[config.mk]
export PLATFORM = sky130hd
export DESIGN_NAME = bp_cce_dir_read_sequencer
export DESIGN_NICKNAME = d
export VERILOG_FILES = /design/src/rtl/bp_common_pkg.sv /design/src/rtl/bp_cce_pkg.sv /design/src/rtl/bp_cce_dir_tag_checker.sv /design/src/rtl/bp_cce_dir_read_sequencer.sv
export SDC_FILE = /design/constraint.sdc
export NUM_CORES = 1
export LEC_CHECK = 0
export CAP_MARGIN = 20
export CORE_MARGIN = 10
export CORE_UTILIZATION = 64
export DETAILED_ROUTE_END_ITERATION = 7
export DONT_BUFFER_PORTS = 1
export MAX_ROUTING_LAYER = met4
export PLACE_DENSITY_LB_ADDON = 0.2
export SLEW_MARGIN = 20
export SYNTH_ARGS = -nofsm -noshare
export SYNTH_HDL_FRONTEND = slang
export SYNTH_SLANG_ARGS = --single-unit
[constraint.sdc]
create_clock -name clk_i -period 3.1 [get_ports clk_i]
set_input_delay 0.465 -clock clk_i [delete_from_list [all_inputs] [get_ports clk_i]]
set_output_delay 0.465 -clock clk_i [all_outputs]
set_load 0.02 [all_outputs]
[src/rtl/bp_common_pkg.sv]
// Types shared across BlackParrot blocks: coherence state encoding.
package bp_common_pkg;

    typedef enum logic [2:0] {
        e_COH_I = 3'd0,
        e_COH_S = 3'd1,
        e_COH_E = 3'd2,
        e_COH_F = 3'd3,
        e_COH_M = 3'd6,
        e_COH_O = 3'd7
    } bp_coh_states_e;

    localparam int coh_bits_gp = $bits(bp_coh_states_e);

endpackage

[src/rtl/bp_cce_pkg.sv]
// CCE directory types and sizing helpers.
package bp_cce_pkg;
    import bp_common_pkg::*;

    typedef enum logic [1:0] {
        e_DIR_SEQ_IDLE,
        e_DIR_SEQ_READ,
        e_DIR_SEQ_DRAIN,
        e_DIR_SEQ_DONE
    } bp_cce_dir_seq_state_e;

    function automatic int bp_safe_clog2(input int x);
        return (x <= 1) ? 1 : $clog2(x);
    endfunction

    // Directory entry is {coh_state, tag}, tag in the low bits.
    function automatic int bp_cce_dir_entry_width(input int tag_width);
        return tag_width + coh_bits_gp;
    endfunction

endpackage

[src/rtl/bp_cce_dir_tag_checker.sv]
// Matches one directory row against a tag; per tag set, reports the lowest
// valid (non-I) way whose tag matches. Entry e = set*assoc_p + way.
module bp_cce_dir_tag_checker
    import bp_common_pkg::*;
    import bp_cce_pkg::*;
#(
    parameter int assoc_p            = 2,
    parameter int tag_width_p        = 8,
    parameter int tag_sets_per_row_p = 2,
    localparam int lg_assoc_lp       = bp_safe_clog2(assoc_p),
    localparam int entry_width_lp    = bp_cce_dir_entry_width(tag_width_p),
    localparam int row_width_lp      = tag_sets_per_row_p*assoc_p*entry_width_lp
) (
    input  logic [row_width_lp-1:0]                            row_i,
    input  logic [tag_sets_per_row_p-1:0]                      row_v_i,
    input  logic [tag_width_p-1:0]                             tag_i,
    output logic [tag_sets_per_row_p-1:0]                      sharers_hits_o,
    output logic [tag_sets_per_row_p-1:0][lg_assoc_lp-1:0]     sharers_ways_o,
    output bp_coh_states_e [tag_sets_per_row_p-1:0]            sharers_coh_states_o
);

    always_comb begin
        sharers_hits_o = '0;
        sharers_ways_o = '0;
        for (int s = 0; s < tag_sets_per_row_p; s++) begin
            sharers_coh_states_o[s] = e_COH_I;
        end
        // Walk ways high to low so the lowest matching way wins.
        for (int s = 0; s < tag_sets_per_row_p; s++) begin
            for (int w = assoc_p-1; w >= 0; w--) begin
                if (row_v_i[s]
                    && row_i[(s*assoc_p+w)*entry_width_lp +: tag_width_p] == tag_i
                    && row_i[(s*assoc_p+w)*entry_width_lp+tag_width_p +: coh_bits_gp] != e_COH_I) begin
                    sharers_hits_o[s]       = 1'b1;
                    sharers_ways_o[s]       = lg_assoc_lp'(w);
                    sharers_coh_states_o[s] = bp_coh_states_e'(
                        row_i[(s*assoc_p+w)*entry_width_lp+tag_width_p +: coh_bits_gp]);
                end
            end
        end
    end

endmodule

[src/rtl/bp_cce_dir_read_sequencer.sv]
// Scans every directory row of one way group, tag-checks each returned row
// and gathers per-LCE hit/way/state into a sharers vector on valid/yumi.
module bp_cce_dir_read_sequencer
    import bp_common_pkg::*;
    import bp_cce_pkg::*;
#(
    parameter int num_lce_p          = 4,
    parameter int num_way_groups_p   = 4,
    parameter int assoc_p            = 2,
    parameter int tag_width_p        = 8,
    parameter int tag_sets_per_row_p = 2,
    localparam int rows_per_wg_lp    = num_lce_p/tag_sets_per_row_p,
    localparam int lg_rows_lp        = bp_safe_clog2(rows_per_wg_lp),
    localparam int lg_assoc_lp       = bp_safe_clog2(assoc_p),
    localparam int wg_width_lp       = bp_safe_clog2(num_way_groups_p),
    localparam int entry_width_lp    = bp_cce_dir_entry_width(tag_width_p),
    localparam int row_width_lp      = tag_sets_per_row_p*assoc_p*entry_width_lp,
    localparam int addr_width_lp     = bp_safe_clog2(num_way_groups_p*rows_per_wg_lp)
) (
    input  logic                                   clk_i,
    input  logic                                   reset_n_i,
    input  logic                                   v_i,
    output logic                                   ready_o,
    input  logic [wg_width_lp-1:0]                 wg_id_i,
    input  logic [tag_width_p-1:0]                 tag_i,
    output logic                                   ram_r_v_o,
    output logic [addr_width_lp-1:0]               ram_addr_o,
    input  logic [row_width_lp-1:0]                ram_row_i,
    output logic                                   v_o,
    input  logic                                   yumi_i,
    output logic [num_lce_p-1:0]                   sharers_hits_o,
    output logic [num_lce_p-1:0][lg_assoc_lp-1:0]  sharers_ways_o,
    output bp_coh_states_e [num_lce_p-1:0]         sharers_coh_states_o,
    output logic                                   busy_o
);

    bp_cce_dir_seq_state_e state_q, state_d;

    logic [wg_width_lp-1:0]                  wg_q;
    logic [tag_width_p-1:0]                  tag_q;
    logic [lg_rows_lp-1:0]                   row_cnt_q;
    logic                                    rd_pending_q;
    logic [lg_rows_lp-1:0]                   cap_idx_q;
    logic [num_lce_p-1:0]                    hits_q;
    logic [num_lce_p-1:0][lg_assoc_lp-1:0]   ways_q;
    logic [num_lce_p-1:0][coh_bits_gp-1:0]   states_q;

    logic [tag_sets_per_row_p-1:0]                  chk_hits;
    logic [tag_sets_per_row_p-1:0][lg_assoc_lp-1:0] chk_ways;
    bp_coh_states_e [tag_sets_per_row_p-1:0]        chk_states;

    bp_cce_dir_tag_checker #(
        .assoc_p            (assoc_p),
        .tag_width_p        (tag_width_p),
        .tag_sets_per_row_p (tag_sets_per_row_p)
    ) u_tag_checker (
        .row_i                (ram_row_i),
        .row_v_i              ({tag_sets_per_row_p{rd_pending_q}}),
        .tag_i                (tag_q),
        .sharers_hits_o       (chk_hits),
        .sharers_ways_o       (chk_ways),
        .sharers_coh_states_o (chk_states)
    );

    always_comb begin
        state_d   = state_q;
        ready_o   = 1'b0;
        ram_r_v_o = 1'b0;
        v_o       = 1'b0;
        case (state_q)
            e_DIR_SEQ_IDLE: begin
                ready_o = 1'b1;
                if (v_i) state_d = e_DIR_SEQ_READ;
            end
            e_DIR_SEQ_READ: begin
                ram_r_v_o = 1'b1;
                if (row_cnt_q == lg_rows_lp'(rows_per_wg_lp-1)) state_d = e_DIR_SEQ_DRAIN;
            end
            e_DIR_SEQ_DRAIN: state_d = e_DIR_SEQ_DONE;
            e_DIR_SEQ_DONE: begin
                v_o = 1'b1;
                if (yumi_i) state_d = e_DIR_SEQ_IDLE;
            end
            default: state_d = e_DIR_SEQ_IDLE;
        endcase
    end

    // Row address wraps in addr_width_lp bits by construction.
    always_comb begin
        ram_addr_o = '0;
        if (ram_r_v_o) begin
            ram_addr_o = addr_width_lp'(wg_q) * addr_width_lp'(rows_per_wg_lp)
                       + addr_width_lp'(row_cnt_q);
        end
    end

    always_ff @(posedge clk_i or negedge reset_n_i) begin
        if (!reset_n_i) begin
            state_q      <= e_DIR_SEQ_IDLE;
            wg_q         <= '0;
            tag_q        <= '0;
            row_cnt_q    <= '0;
            rd_pending_q <= 1'b0;
            cap_idx_q    <= '0;
            hits_q       <= '0;
            ways_q       <= '0;
            states_q     <= '0;
        end else begin
            state_q      <= state_d;
            rd_pending_q <= (state_q == e_DIR_SEQ_READ);
            cap_idx_q    <= row_cnt_q;
            if (state_q == e_DIR_SEQ_IDLE && v_i) begin
                wg_q      <= wg_id_i;
                tag_q     <= tag_i;
                row_cnt_q <= '0;
                hits_q    <= '0;
                ways_q    <= '0;
                states_q  <= '0;
            end else if (state_q == e_DIR_SEQ_READ) begin
                row_cnt_q <= row_cnt_q + 1'b1;
            end
            // Scatter tag set s of row cap_idx into LCE 2*cap_idx+s.
            if (rd_pending_q && (state_q == e_DIR_SEQ_READ || state_q == e_DIR_SEQ_DRAIN)) begin
                for (int i = 0; i < rows_per_wg_lp; i++) begin
                    if (cap_idx_q == lg_rows_lp'(i)) begin
                        for (int s = 0; s < tag_sets_per_row_p; s++) begin
                            hits_q[tag_sets_per_row_p*i+s]   <= chk_hits[s];
                            ways_q[tag_sets_per_row_p*i+s]   <= chk_ways[s];
                            states_q[tag_sets_per_row_p*i+s] <= chk_states[s];
                        end
                    end
                end
            end
        end
    end

    always_comb begin
        for (int l = 0; l < num_lce_p; l++) begin
            sharers_coh_states_o[l] = bp_coh_states_e'(states_q[l]);
        end
    end

    assign sharers_hits_o = hits_q;
    assign sharers_ways_o = ways_q;
    assign busy_o         = (state_q != e_DIR_SEQ_IDLE);

endmodule
Word-level counts from Yosys, hierarchy flattened
Index checks and enable logic that the tools add are counted.

$add $sub $neg: 2. Equality and inequality tests: 10. Muxes and demuxes: 32. Reduce and logical (&&, ||, !) cells: 19.

Operators by type and width (count): $eq 8x8->1 (4); $mux 12 (2); $mux 4 (4); $mux 3 (5); $mux 2 (7); $mux 6 (2); $reduce_bool 3->1 (4); $mux 1 (11); $logic_and 1x1->1 (10); $pmux 2 s4 (1); $ne 2x2->1 const B (3); $eq 2x2->1 const B (2); $reduce_bool 2->1 (2); $add 3x1->3 (1); $reduce_and 3->1 (1); $eq 2x1->1 const B (1); $logic_not 2->1 (1); $add 1x1->1 const B (1); $logic_or 1x1->1 (1).

Bits in registers: 35. Bits of input ports: 58. Output and inout port bits: 27. Logic and storage cells: 78.

Depth between registers and ports, before layout
Word-level depth: 7. Gate-level depth with buffers: 8. Mapped depth without buffers: 7.

Modules after synthesis
A second synthesis with hierarchy kept.

Cells, all modules: 213. Area total of the unflattened synthesis: 2083.2 um^2.

Modules (own cells, without submodules): bp_cce_dir_read_sequencer (times used 1, cells each 136, area an instance 1455.1 um^2, seq. area each 875.8 um^2); bp_cce_dir_tag_checker (times used 1, cells each 77, area an instance 628.1 um^2, seq. area each 0.0 um^2).

Worst setup path before layout
No wires, ideal clock.

Path kind: register to register. Start: register tag_q[1]. End: register states_q, in the netlist sharers_coh_states_o[10]. Library setup time: 0.134 ns. Arrival time: 1.834 ns. Required time: 2.966 ns. Path slack: 1.132 ns. Stages on the path, launching flop included: 7. Path buffers: 1. Period minus slack after synthesis: 1.968 ns. Cell sequence: dfrtp_1 > buf_6 > xor2_1 > or4_4 > or3_4 > a31oi_1 > o21ai_1.

Cells in the longest elaborated chain, start to end: 7. Elaborated cells on any way between the ends: 10. Those cells by class: eq/ne: 2; mux: 4; reduce/logical: 4.

RTL lines: from (decl) (RTL line bp_cce_dir_read_sequencer.sv:40) `logic [tag_width_p-1:0] tag_q;`; from (signal assigned) (RTL line bp_cce_dir_read_sequencer.sv:114) `tag_q <= tag_i;`; $eq 8x8->1 (RTL line bp_cce_dir_tag_checker.sv:32) `&& row_i[(s*assoc_p+w)*entry_width_lp +: tag_width_p] == tag_i`; $logic_and 1x1->1 (RTL line bp_cce_dir_tag_checker.sv:32); $logic_and 1x1->1 (RTL line bp_cce_dir_tag_checker.sv:33) `&& row_i[(s*assoc_p+w)*entry_width_lp+tag_width_p +: coh_bits_gp] != e_COH_I) begin`; $mux 3 (RTL line bp_cce_dir_tag_checker.sv:31) `if (row_v_i[s]`; $mux 3 * (RTL line bp_cce_dir_tag_checker.sv:31); $mux 6 * (RTL line bp_cce_dir_read_sequencer.sv:125) `if (cap_idx_q == lg_rows_lp'(i)) begin`; $mux 12 * (RTL line bp_cce_dir_read_sequencer.sv:123) `if (rd_pending_q && (state_q == e_DIR_SEQ_READ || state_q == e_DIR_SEQ_DRAIN)) begin`; to (signal, indexed assignment) (RTL line bp_cce_dir_read_sequencer.sv:129) `states_q[tag_sets_per_row_p*i+s] <= chk_states[s];`; to (decl) (RTL line bp_cce_dir_read_sequencer.sv:46) `logic [num_lce_p-1:0][coh_bits_gp-1:0] states_q;`.

Every way passes the cells marked *; elsewhere a longest branch is shown, timed or not. A chain may end at the register's enable or synchronous reset.

Worst setup path after layout
Start: register tag_q[1]. End: register states_q, in the netlist sharers_coh_states_o[9].

Same word-level chain as after synthesis.

==> summary.txt <==
Floorplan
  – Total die area: 0.00575 sq mm
  – I/O pin total: 85
  – Core footprint: 0.00303 sq mm
  – Die Ht: 75.8 um
  – Initial Utilization: 65.9%
  – Die X-Extent: 75.8 um
  – Num rows: 20

Timing
  – Slew headroom: 71.9%
  – Sum Neg Setup Slack: 0 ps
  – Final worst-path cycle share: 66.7%
  – RSZ-0062 raised after global routing: false
  – Clk_skew: 15.6 ps
  – Slew Limit Fails: 0
  – Maximum clock frequency: 0.484 GHz
  – Worst-margin pin slew: 419 ps
  – Count of final hold-check violations: 0
  – Final setup viols: 0
  – Min Clock Period, post-route: 2070 ps

Run
  – Max cap viols: 0

Setup path
  – Delay-heaviest family, CP: simple AND/OR/NAND/NOR gates
  – Critical path arrival: 2290 ps
  – Critical Path Start: tag_q[1]$_DFFE_PN0P_
  – RR Startpoint: tag_q[1]$_DFFE_PN0P_
  – Setup slack, reg-to-reg: 1030 ps
  – CP max FO: 5
  – Critical path class: reg -> reg
  – Reg2Reg Depth: 5
  – CP Launch Type: flip-flop
  – Worst R2R End: sharers_coh_states_o[9]$_DFF_PN0_
  – Crit-path cells: xor2_1 -> or4_4 -> or3_4 -> a31oi_1 -> o21ai_1
  – CP bufs+invs: 0
  – Setup crit end kind: flip-flop
  – WP data required: 3320 ps
  – Max stage delay on crit path: 540 ps
  – CP max stage cell: or4_4

Synthesis
  – Top_reg_cell synth: dfrtp_1
  – Post-Synthesis Cells: 199
  – Mean Syn Cell Area: 10.0 sq um
  – Synth Warn #: 0
  – Cell Area, Synth: 0.00199 sq mm
  – Post-synth EDFFs: 0
  – Sequential share of the synthesized area: 43.9%
  – Post-synth top area cell: dfrtp_1
  – Async SR Flop Fraction: 100%
  – Top area cells in the synthesized netlist: dfrtp_1, xnor2_1, mux2_2
  – Syn_nets: 261
  – Post-synthesis register bit count: 35
  – Yosys top cell area share: 43.9%
  – Synth cell types: 30

Finish
  – Final #Nets: 259
  – Area Growth Syn to Fin: 6.34%
  – # fillers: 235
  – Layout Cells excl Fill: 242
  – Diodes inserted: 0
  – Ratio of cells with drive above 1 in the final layout: 16.7%

GRT
  – First-pass GRT wire length: 7.23 mm
  – Overall global routing resource usage: 17.5%
  – Largest net degree at the start of global routing: 36
  – Vias in the first global route: 1494
  – Total global routing overflow: 0
  – Initial antenna violation count: 0

Clock network
  – Clock net sink count: 35
  – CTS H-tree lvls: 2
  – PostCTS Resize Cnt: 0
  – Worst-path clk slew: 110 ps
  – Clk Latency, worst-skew pair: 340 ps
  – CTS tree: yes
  – Root buf cell: clkbuf_4
  – # hold bufs at CTS: 2
  – Post-CTS setup buffers: 0
  – Num CTS Buffers: 5
  – Max clock buf depth: 2

Drt
  – Vias per cell: 5.86
  – WL/cell: 19.7 um
  – Via count: 1419
  – Highest metal used: met4
  – Drt first pass iters: 4
  – Detailed-route DRC error count: 0
  – Met2 WL: 2.38 mm
  – Met3 WL: 499 um
  – Routed length on met1: 1.77 mm
  – ANT nets after route: 0
  – DRT iter0 DRCs: 52
  – DRT Wirelength: 4.76 mm

Status
  – Status: finished clean

Place
  – Gpl congestion: 0.902
  – HPWL Detailed: 3.98 mm
  – Placed cells: 232
  – Port Buffers: 0

Min path
  – Hold path startpoint: v_i
  – Hold Path Sink: row_cnt_q$_DFFE_PN0P_
  – HP Class: in -> reg
  – Hold path depth: 1

Pwr
  – Pleak: 0.873 nW
  – Max IR drop VDD: 623 uV
  – Cell Pwr Density: 822 mW/mm^2
[where the power goes]
| part | internal [mW] | switching (mW) |
|---|---|---|
| registers | 0.558 | 0.159 |
| clock network | 0.170 | 0.153 |
| logic | 0.319 | 0.383 |
[cells in the mapped netlist (4+ instances only)]
cell type / number
a31oi_1: 6
o21ai_0: 8
inv_1: 12
mux2_2: 10
nand3_1: 14
and2_1: 4
xor2_1: 8
clkbuf_1: 9
nor4_1: 6
o21ai_1: 13
ha_1: 4
nand2_1: 17
dfrtp_1: 35
xnor2_1: 24
[metal layers]
layer / vias to the layer above / GRT usage [%]
met2: 65 / 29.1
met1: 661 / 19.2
li1: 684 / -
met4: 0 / 6.39
met3: 9 / 5.86
met5: - / -
[state kept, by name, indices dropped and copies added, names as in the netlist]
signal,flops
cap_idx_q,1
rd_pending_q,1
row_cnt_q,1
sharers_coh_states_o,12
sharers_hits_o,4
sharers_ways_o,4
state_q,2
tag_q,8
wg_q,2
[worst register-to-register path, cell delays in order (launching register included)]
cell and delay [ps]:
dfrtp_1 460, xor2_1 190, or4_4 540, or3_4 430
a31oi_1 260, o21ai_1 90
[cell type report]
type                    instances  area [sq um]  area share (%)
repair buffers                  5          52.6            2.48
clock buffers                   5          37.5            1.77
flip-flops and latches         35           876            41.3
well taps                      44          55.1            2.60
multi-input cells             138          1010            47.7
inverters                      12          45.0            2.12
clock inverters                 3          43.8            2.06
[cell usage in the layout, fill, tap and decap left out]
cell / n
o21ai_2: 3
xor2_1: 8
nand2_1: 17
buf_12: 1
ha_1: 4
nand3_1: 14
a21boi_4: 2
mux2_2: 10
and2_0: 1
or3_4: 2
dlygate4sd3_1: 1
nand4_1: 3
bufinv_16: 1
nor4_4: 2
a21oi_1: 2
or4_4: 2
nor3_1: 2
nand2b_1: 1
o21ai_0: 8
nand3b_1: 1
or3_1: 2
buf_4: 3
clkinv_4: 1
a31oi_1: 6
clkinv_2: 1
clkbuf_4: 5
o21ai_1: 13
nor4_1: 6
xnor2_1: 24
inv_1: 12
and2_1: 4
o22ai_1: 1
dfrtp_1: 35
[through the flow]
stage          hold WS, ps  utilization [%]  total power [mW]  setup slack [ps]  cell area (sq um)
2_1_floorplan          169                -              1.32              1130               1990
6_report               197             70.0              1.74              1030               2120
3_5_place_dp           171             66.4              1.42              1040               2010
5_1_grt                175             70.0              1.88               932               2120
3_3_place_gp           171             66.4              1.39              1070               2010
4_1_cts                186             70.0              1.76              1010               2120
[worst max path at each step]
| stage | cells after the start | to |
|---|---|---|
| after floorplan | 6 | sharers_coh_states_o[10]$_DFF_PN0_ |
| after global placement | 5 | sharers_coh_states_o[11]$_DFF_PN0_ |
| after detailed placement | 5 | sharers_coh_states_o[5]$_DFF_PN0_ |
| after CTS | 3 | ram_addr_o[2] |
| after global routing | 5 | sharers_coh_states_o[10]$_DFF_PN0_ |
| final | 5 | sharers_coh_states_o[9]$_DFF_PN0_ |
[logic make-up (layout without fill, tap and decap cells)]
family                     count (synthesis)  in the layout  share of synthesized area (%)
and+or+nand+nor                           57             57                           17.3
buffers and inverters                     26             25                           5.40
muxes                                     10             10                           5.65
AOI/OAI and AO/OA                         35             35                           11.2
DFF                                       35             35                           43.9
xor gates and xnor gates                  32             32                           14.1
adders and majority gates                  4              4                           2.51
Power figures use the tool's default switching activity.
